$ cat config.mk
export PLATFORM = sky130hd
export DESIGN_NAME = bcd_display_scanner
export DESIGN_NICKNAME = d
export VERILOG_FILES = /design/src/rtl/bcd_display_scanner_pkg.sv /design/src/rtl/bcd_display_scanner_decode.sv /design/src/rtl/bcd_display_scanner.sv
export SDC_FILE = /design/constraint.sdc
export NUM_CORES = 1
export LEC_CHECK = 0
export CAP_MARGIN = 10
export CELL_PAD_IN_SITES_DETAIL_PLACEMENT = 1
export CELL_PAD_IN_SITES_GLOBAL_PLACEMENT = 2
export CORE_AREA = 8 8 100 102
export CTS_CLUSTER_SIZE = 25
export DETAILED_ROUTE_END_ITERATION = 16
export DIE_AREA = 0 0 108 110
export PLACE_DENSITY = 0.82
export SLEW_MARGIN = 0
export SYNTH_ARGS = -nofsm -noshare
export SYNTH_HDL_FRONTEND = slang
export SYNTH_HIERARCHICAL = 1
export SYNTH_SLANG_ARGS = --single-unit
$ cat constraint.sdc
create_clock -name clk -period 3.2 [get_ports clk]
set_clock_uncertainty 0.05 [all_clocks]
set_input_delay 0.64 -clock clk [delete_from_list [all_inputs] [get_ports clk]]
set_output_delay 0.64 -clock clk [all_outputs]
set_load 0.03 [all_outputs]
$ cat src/rtl/bcd_display_scanner_pkg.sv
// rtl/bcd_display_scanner_pkg.sv - segment indices, digit patterns and sizing helper
package bcd_display_scanner_pkg;

    localparam int SEG_A  = 0;
    localparam int SEG_B  = 1;
    localparam int SEG_C  = 2;
    localparam int SEG_D  = 3;
    localparam int SEG_E  = 4;
    localparam int SEG_F  = 5;
    localparam int SEG_G  = 6;
    localparam int SEG_DP = 7;

    // 7-bit patterns ordered {g,f,e,d,c,b,a}, active-high
    localparam logic [6:0] PAT_0    = 7'h3F;
    localparam logic [6:0] PAT_1    = 7'h06;
    localparam logic [6:0] PAT_2    = 7'h5B;
    localparam logic [6:0] PAT_3    = 7'h4F;
    localparam logic [6:0] PAT_4    = 7'h66;
    localparam logic [6:0] PAT_5    = 7'h6D;
    localparam logic [6:0] PAT_6    = 7'h7D;
    localparam logic [6:0] PAT_7    = 7'h07;
    localparam logic [6:0] PAT_8    = 7'h7F;
    localparam logic [6:0] PAT_9    = 7'h6F;
    localparam logic [6:0] PAT_E    = 7'h79;
    localparam logic [6:0] PAT_DASH = 7'h40;
    localparam logic [6:0] PAT_OFF  = 7'h00;

    function automatic int presc_width(input int scan_div);
        int w;
        w = 1;
        while ((1 << w) < scan_div) begin
            w++;
        end
        return w;
    endfunction

endpackage

$ cat src/rtl/bcd_display_scanner_decode.sv
// rtl/bcd_display_scanner_decode.sv - combinational BCD to 7-segment decoder
module seg7_decode
    import bcd_display_scanner_pkg::*;
(
    input  logic [3:0] val_i,
    output logic [6:0] pat_o
);

    always_comb begin
        case (val_i)
            4'd0:    pat_o = PAT_0;
            4'd1:    pat_o = PAT_1;
            4'd2:    pat_o = PAT_2;
            4'd3:    pat_o = PAT_3;
            4'd4:    pat_o = PAT_4;
            4'd5:    pat_o = PAT_5;
            4'd6:    pat_o = PAT_6;
            4'd7:    pat_o = PAT_7;
            4'd8:    pat_o = PAT_8;
            4'd9:    pat_o = PAT_9;
            default: pat_o = PAT_E;
        endcase
    end

endmodule

$ cat src/rtl/bcd_display_scanner.sv
// rtl/bcd_display_scanner.sv - captures counter BCD digits and scans them onto a 7-segment display
module bcd_display_scanner
    import bcd_display_scanner_pkg::*;
#(
    parameter int DIGITS     = 4,
    parameter int SCAN_DIV   = 50000,
    parameter int ACTIVE_LOW = 1,
    parameter int DP_POS     = 0
) (
    input  logic                  clk,
    input  logic                  Rst,
    input  logic                  latch,
    input  logic [4*DIGITS-1:0]   bcd_in,
    input  logic                  ovf_in,
    input  logic                  blank_lz,
    output logic [7:0]            seg,
    output logic [DIGITS-1:0]     dig_sel,
    output logic                  ovf
);

    localparam int PRESC_W = presc_width(SCAN_DIV);
    localparam int IDX_W   = (DIGITS > 1) ? $clog2(DIGITS) : 1;
    localparam int BCD_W   = 4 * DIGITS;
    localparam logic [7:0]        SEG_IDLE = (ACTIVE_LOW != 0) ? 8'hFF : 8'h00;
    localparam logic [DIGITS-1:0] DIG_IDLE = (ACTIVE_LOW != 0) ? {DIGITS{1'b1}} : {DIGITS{1'b0}};

    logic                latch_prev_q;
    logic [BCD_W-1:0]    cap_q, cap_d;
    logic                ovf_q, ovf_d;
    logic [PRESC_W-1:0]  presc_q, presc_d;
    logic [IDX_W-1:0]    idx_q, idx_d;
    logic [7:0]          seg_q, seg_d;
    logic [DIGITS-1:0]   dig_q, dig_d;

    logic                latch_edge;
    logic [3:0]          digit_val;
    logic [6:0]          digit_pat;
    logic [DIGITS-1:0]   lz_blank;
    logic                zero_run;
    logic [7:0]          seg_raw;
    logic [DIGITS-1:0]   dig_raw;

    always_comb begin
        latch_edge = latch & ~latch_prev_q;
        cap_d      = latch_edge ? bcd_in : cap_q;
        ovf_d      = latch_edge ? ovf_in : ovf_q;
        if (presc_q == PRESC_W'(SCAN_DIV - 1)) begin
            presc_d = '0;
            idx_d   = (idx_q == IDX_W'(DIGITS - 1)) ? '0 : idx_q + IDX_W'(1);
        end else begin
            presc_d = presc_q + PRESC_W'(1);
            idx_d   = idx_q;
        end
    end

    // Display outputs are built from next-state values so a fresh capture and a
    // scan advance landing on the same edge are shown together, never a stale frame.
    always_comb begin
        lz_blank = '0;
        zero_run = 1'b1;
        for (int k = DIGITS - 1; k > 0; k--) begin
            zero_run = zero_run & (cap_d[4*k +: 4] == 4'd0);
            if (!((DP_POS < DIGITS) && (k <= DP_POS))) begin
                lz_blank[k] = blank_lz & zero_run;
            end
        end
    end

    assign digit_val = cap_d[{idx_d, 2'b00} +: 4];

    seg7_decode u_decode (
        .val_i (digit_val),
        .pat_o (digit_pat)
    );

    always_comb begin
        seg_raw = 8'h00;
        dig_raw = '0;
        if (presc_d != '0) begin
            dig_raw[idx_d] = 1'b1;
            if (ovf_d) begin
                seg_raw = {1'b0, PAT_DASH};
            end else if (!lz_blank[idx_d]) begin
                seg_raw[6:0]    = digit_pat;
                seg_raw[SEG_DP] = (int'(idx_d) == DP_POS);
            end
        end
        seg_d = (ACTIVE_LOW != 0) ? ~seg_raw : seg_raw;
        dig_d = (ACTIVE_LOW != 0) ? ~dig_raw : dig_raw;
    end

    always_ff @(posedge clk) begin
        if (Rst) begin
            latch_prev_q <= 1'b0;
            cap_q        <= '0;
            ovf_q        <= 1'b0;
            presc_q      <= '0;
            idx_q        <= '0;
            seg_q        <= SEG_IDLE;
            dig_q        <= DIG_IDLE;
        end else begin
            latch_prev_q <= latch;
            cap_q        <= cap_d;
            ovf_q        <= ovf_d;
            presc_q      <= presc_d;
            idx_q        <= idx_d;
            seg_q        <= seg_d;
            dig_q        <= dig_d;
        end
    end

    assign seg     = seg_q;
    assign dig_sel = dig_q;
    assign ovf     = ovf_q;

endmodule

* Word level (Yosys, flattened, before mapping) *
Memory sizes are Yosys's and may differ from the RTL's.
Cells that the tools add are included.

word-level totals
  output and inout bits = 13
  flip-flop bits (word level) = 48
  bits in read-only memories = 112
  memories = 1
  word-level logic and storage cells = 43

memories
  name              depth  bits a word  rd ports  clocked after Yosys merged registers in  write ports  line                              text
  (name not given)  16     7            1         0                                        0            bcd_display_scanner_decode.sv:10  case (val_i)

cells by class
  equality and inequality tests = 2
  reductions and logical operators = 6
  shift-type cells = 1
  add/subtract/negate cells = 2
  bitwise operators = 9
  mux-type cells = 13
  order comparisons = 2

operators with widths
  kind                                                                    count
  16-bit 2-to-1 mux                                                       2
  8-bit 2-to-1 mux                                                        3
  16-bit by 1-bit adder with 16-bit output (second input constant)        1
  16-bit == test (second input constant)                                  1
  16-bit nonzero test                                                     1
  16-bit by 5-bit indexed part select with 4-bit output                   1
  4-bit logical NOT                                                       3
  8-bit inverter                                                          1
  1-bit AND                                                               6
  2-bit 2-to-1 mux                                                        2
  4-bit 2-to-1 mux                                                        1
  4-bit inverter                                                          1
  2-bit by 3-bit < comparator with 1-bit output (second input constant)   1
  1-bit 2-to-1 mux                                                        3
  2-bit by 1-bit adder with 2-bit output (second input constant)          1
  1-bit binary-select mux with 2-bit select                               1
  1-bit demux with 2-bit select                                           1
  2-bit == test (second input constant)                                   1
  2-bit by 1-bit >= comparator with 1-bit output (second input constant)  1
  2-bit logical NOT                                                       1
  1-bit logical AND                                                       1
  1-bit inverter                                                          1

* Depth between registers and ports, before layout *
  depth after elaboration = 13
  depth in mapped cells = 14
  gate-level depth less buffers = 12

* Cells and area by module *
The synthesis kept the hierarchy.

by module, submodules not included
  module               area each (um2)  sequential area each (um2)  cells each  times used
  bcd_display_scanner  2344.7           960.9                       241         1
  seg7_decode          190.2            0.0                         26          1

* Worst setup path before layout *
Ideal clock, no wire load.

  path type = reg2reg
  start point = reg presc_q[0]
  end point = reg seg_q[3], in the netlist seg[3]
  slack = 259 ps
  period minus slack after synthesis = 2941 ps
  setup time = 63 ps
  cell stages (with the launch flop) = 13
  data required time = 3087 ps
  path buffers = 1
  arrival time = 2828 ps
  cells stage by stage = dfxtp_1 -> ha_1 -> and3_1 -> buf_2 -> nand4_4 -> mux2i_4 -> mux2_2 -> o21ai_1 -> inv_1 -> ha_1 -> or2b_1 -> a21o_1 -> nand3_1

on the way
  word-level cells in the longest chain between the ends = 8
  elaborated cells between the ends (all ways) = 13

RTL lines
  what                                                   line                        text
  start, declared                                        bcd_display_scanner.sv:30   logic [PRESC_W-1:0] presc_q, presc_d;
  start signal, assigned                                 bcd_display_scanner.sv:105  presc_q <= presc_d;
  16-bit == test                                         bcd_display_scanner.sv:47   if (presc_q == PRESC_W'(SCAN_DIV - 1)) begin
  2-bit 2-to-1 mux                                       bcd_display_scanner.sv:47
  16-bit by 5-bit indexed part select with 4-bit output  bcd_display_scanner.sv:69   assign digit_val = cap_d[{idx_d, 2'b00} +: 4];
  named net digit_val[1]                                 bcd_display_scanner.sv:36   logic [3:0] digit_val;
  memory 16 x 7 bit                                      --
  named net digit_pat[3]                                 bcd_display_scanner.sv:37   logic [6:0] digit_pat;
  8-bit 2-to-1 mux                                       bcd_display_scanner.sv:83   end else if (!lz_blank[idx_d]) begin
  8-bit 2-to-1 mux                                       bcd_display_scanner.sv:81   if (ovf_d) begin
  8-bit 2-to-1 mux                                       bcd_display_scanner.sv:79   if (presc_d != '0) begin
  8-bit inverter                                         bcd_display_scanner.sv:88   seg_d = (ACTIVE_LOW != 0) ? ~seg_raw : seg_raw;
  end signal, assigned                                   bcd_display_scanner.sv:107  seg_q <= seg_d;
  end, declared                                          bcd_display_scanner.sv:32   logic [7:0] seg_q, seg_d;

The timed path passes the listed nets, and every way through them passes these cells. The select of a mux whose other input is x is not followed.
A chain may end at the register's enable or synchronous reset.

* Final worst setup path *
Same ends and word-level chain as after synthesis.

==> results.sh <==
export IMPL_overflow=0
export IMPL_reg2reg_from="presc_q[0]"
export IMPL_async_flop_share_pct=0
export IMPL_hp_class="flop to flop"
export IMPL_hold_depth=1
export IMPL_io_buffers=33
export IMPL_r2r_end="seg[3]"
export IMPL_gp_congestion=0.798
export IMPL_synth_area_um2=2530
export IMPL_period_share_pct=91.7
export IMPL_cts_clk_slew_worst_paths_ns=0.10
export IMPL_clock_latency_ns=0.30
export IMPL_min_from="presc_q[0]"
export IMPL_io_pins=34
export IMPL_cts_buffer_depth=2
export IMPL_coreArea_um2=8470
export IMPL_dpl_cell_area_um2=3070
export IMPL_grt_max_degree=24
export IMPL_design_area_um2=3200
export IMPL_finalSetupTns_ns=0
export IMPL_cp_arrival_ns=3.13
export IMPL_rsz0062_at_grt="no"
export IMPL_vias_per_cell=4.86
export IMPL_hold_viol=0
export IMPL_dr_total_vias=2053
export IMPL_cp_max_fo=6
export IMPL_dr_pass1_iters=4
export IMPL_cts_tree="built"
export IMPL_required_ns=3.40
export IMPL_setup_viol=0
export IMPL_worst_pin_slew_ns=0.488
export IMPL_cts_sinks=48
export IMPL_power_leakage_nw=1.35
export IMPL_post_route_min_period_ns=2.93
export IMPL_rr_worst_depth=12
export IMPL_antenna_found_initial=0
export IMPL_cts_max_level=2
export IMPL_cts_buffers=5
export IMPL_syn_num_nets=296
export IMPL_r2r_setup_slack_ns=0.27
export IMPL_drive_above_1_share_pct=16.2
export IMPL_drtIter0Drc=59
export IMPL_synth_seq_cells=48
export IMPL_ir_drop_mv=0.170
export IMPL_fmax_ghz=0.341
export IMPL_status="finished, final reports clean"
export IMPL_yosysWarnings=6
export IMPL_crit_type="flop to flop"
export IMPL_avgSynthCellArea_um2=9.49
export IMPL_die_h_um=110
export IMPL_max_cap_violations=0
export IMPL_wl_per_cell_um=16.0
export IMPL_ys_flop_type="dfxtp_1"
export IMPL_antenna_left=0
export IMPL_track_usage_pct=11.9
export IMPL_totalWireLength_um=6760
export IMPL_synth_distinct_cells=58
export IMPL_drcViolationCount=0
export IMPL_rows=34
export IMPL_hpwl_um=5110
export IMPL_syn2layout_area_growth_pct=26.3
export IMPL_slew_violations=0
export IMPL_ys_seq_area_share_pct=37.9
export IMPL_holdPathEnd="presc_q[0]"
export IMPL_grt_pass1_wl_um=11100
export IMPL_critPathLaunchType="flop"
export IMPL_cts_root_buf="clkbuf_8"
export IMPL_synth_edf_count=0
export IMPL_synthCells=267
export IMPL_endpoint_kind="flop"
export IMPL_p_per_area_nw_per_um2=418
export IMPL_num_nets_final=342
export IMPL_grt_pass1_vias=2167
export IMPL_diodes=0
export IMPL_max_slew_margin_pct=67.0
export IMPL_die_area_um2=11900
export IMPL_startpoint="presc_q[0]"
export IMPL_initial_core_util_pct=29.9
export IMPL_die_w_um=108
[cells by family (layout without fill, tap and decap cells)]
group | count (synthesis) | in the layout | share of synthesized area (%)
compound gates | 37 | 37 | 11.8
mux | 28 | 28 | 11.8
simple gates | 109 | 109 | 25.0
buf+inv | 22 | 69 | 4.24
xor+xnor | 15 | 15 | 5.18
fa+ha+maj | 8 | 8 | 3.95
flops | 48 | 48 | 37.9
[metrics by stage]
step                util (%)  setup WS (ns)  power, mW  std cells  hold slack, ns
floorplan                  -          0.259      0.805        267           0.399
global placement        36.2          0.126      0.906        411           0.421
detailed placement      36.2         0.0366      0.912        411           0.430
CTS                     37.5         0.0137       1.36        419           0.453
global route            37.8         0.0148       1.41        422           0.475
finish                  37.8          0.267       1.34        422           0.446
[sequential cells by signal, indices dropped and copies added, names as in the netlist]
signal and flops:
cap_q 16, presc_q 16, seg 8, dig_sel 4
idx_q 2, latch_prev_q 1, ovf 1
[routing by layer]
metal	global-route usage, %	vias to the layer above	wire (um)
li1	-	1035	-
met1	14.2	985	3020
met2	20.7	27	3410
met3	2.91	6	274
met4	3.37	0	65
met5	0	-	0
[layout make-up]
class,instances,area (um^2)
clock buffers,6,72.6
clock inverters,2,35.0
fillers,974,5270
inverters,7,26.3
multi-input cells,197,1470
flip-flops and latches,48,961
well taps,108,135
repair buffers,54,500
[cell usage after synthesis, types with 2 or more instances]
cell / instances / area [um^2]
o21ai_0: 6 / 30.0
dfxtp_1: 48 / 961
a31oi_1: 2 / 12.5
clkbuf_1: 5 / 18.8
and4_1: 3 / 26.3
nor4_1: 4 / 25.0
nor2_1: 40 / 150
nand2b_1: 4 / 25.0
buf_2: 5 / 25.0
nor3_1: 4 / 20.0
mux2_2: 6 / 67.6
o211ai_1: 2 / 15.0
nand4_1: 5 / 31.3
xor2_1: 6 / 52.6
o21ai_1: 5 / 25.0
nor2b_1: 2 / 12.5
nand2_1: 18 / 67.6
a21oi_1: 2 / 10.0
o41ai_1: 2 / 17.5
and4bb_1: 2 / 25.0
a21o_1: 3 / 22.5
inv_1: 7 / 26.3
buf_4: 3 / 22.5
ha_1: 8 / 100
nand3_1: 10 / 50.1
mux2i_1: 21 / 210
xnor2_1: 9 / 78.8
nand4_4: 2 / 42.5
a311oi_1: 2 / 17.5
and3_1: 3 / 18.8
[power by group]
| part | switching, mW | internal [mW] | total, mW |
|---|---|---|---|
| registers | 0.0133 | 0.628 | 0.641 |
| clock network | 0.210 | 0.232 | 0.443 |
| logic | 0.136 | 0.118 | 0.254 |
| total | 0.360 | 0.979 | 1.34 |
[worst max-delay path: stages (launching register included)]
cell     delay, ns
dfxtp_1       0.42
ha_1          0.28
and3_1        0.26
nand4_4       0.14
mux2i_4       0.25
buf_4         0.16
mux2_2        0.32
o21ai_1       0.16
inv_1         0.10
ha_1          0.29
or2b_1        0.23
a21o_1        0.17
nand3_1       0.05
[layout by cell type (no fill, tap or decap), drive strengths merged, types with 2 or more instances in the layout]
| cell | count |
|---|---|
| nor3b | 2 |
| o21ai | 12 |
| clkdlybuf4s50 | 33 |
| mux2i | 22 |
| nor2 | 41 |
| nand2 | 18 |
| nand3 | 10 |
| nor4 | 5 |
| a21o | 3 |
| a31oi | 3 |
| xor2 | 6 |
| xnor2 | 9 |
| nand4 | 8 |
| ha | 8 |
| a311oi | 2 |
| o211ai | 3 |
| clkbuf | 6 |
| inv | 7 |
| nand2b | 4 |
| a21oi | 3 |
| nor3 | 4 |
| mux2 | 6 |
| buf | 21 |
| and3 | 3 |
| o41ai | 2 |
| nor2b | 2 |
| and4bb | 2 |
| and4 | 4 |
| dfxtp | 48 |
[how the worst max path moves through the flow]
stage / endpoint / slack [ns]
global placement: seg[3] / 0.13
finish: seg[3] / 0.27
CTS: seg[3] / 0.01
detailed placement: seg[6] / 0.04
floorplan: seg[3] / 0.26
global route: seg[6] / 0.01
[repair_timing]
item / 4_1_cts / 5_1_grt
buffers inserted: 0 / 3
resized for setup: 0 / 1
hold buffers: 0 / 0
endpoints found under the setup margin: 0 / 4
No activity file was read; power rests on OpenSTA's default activity.
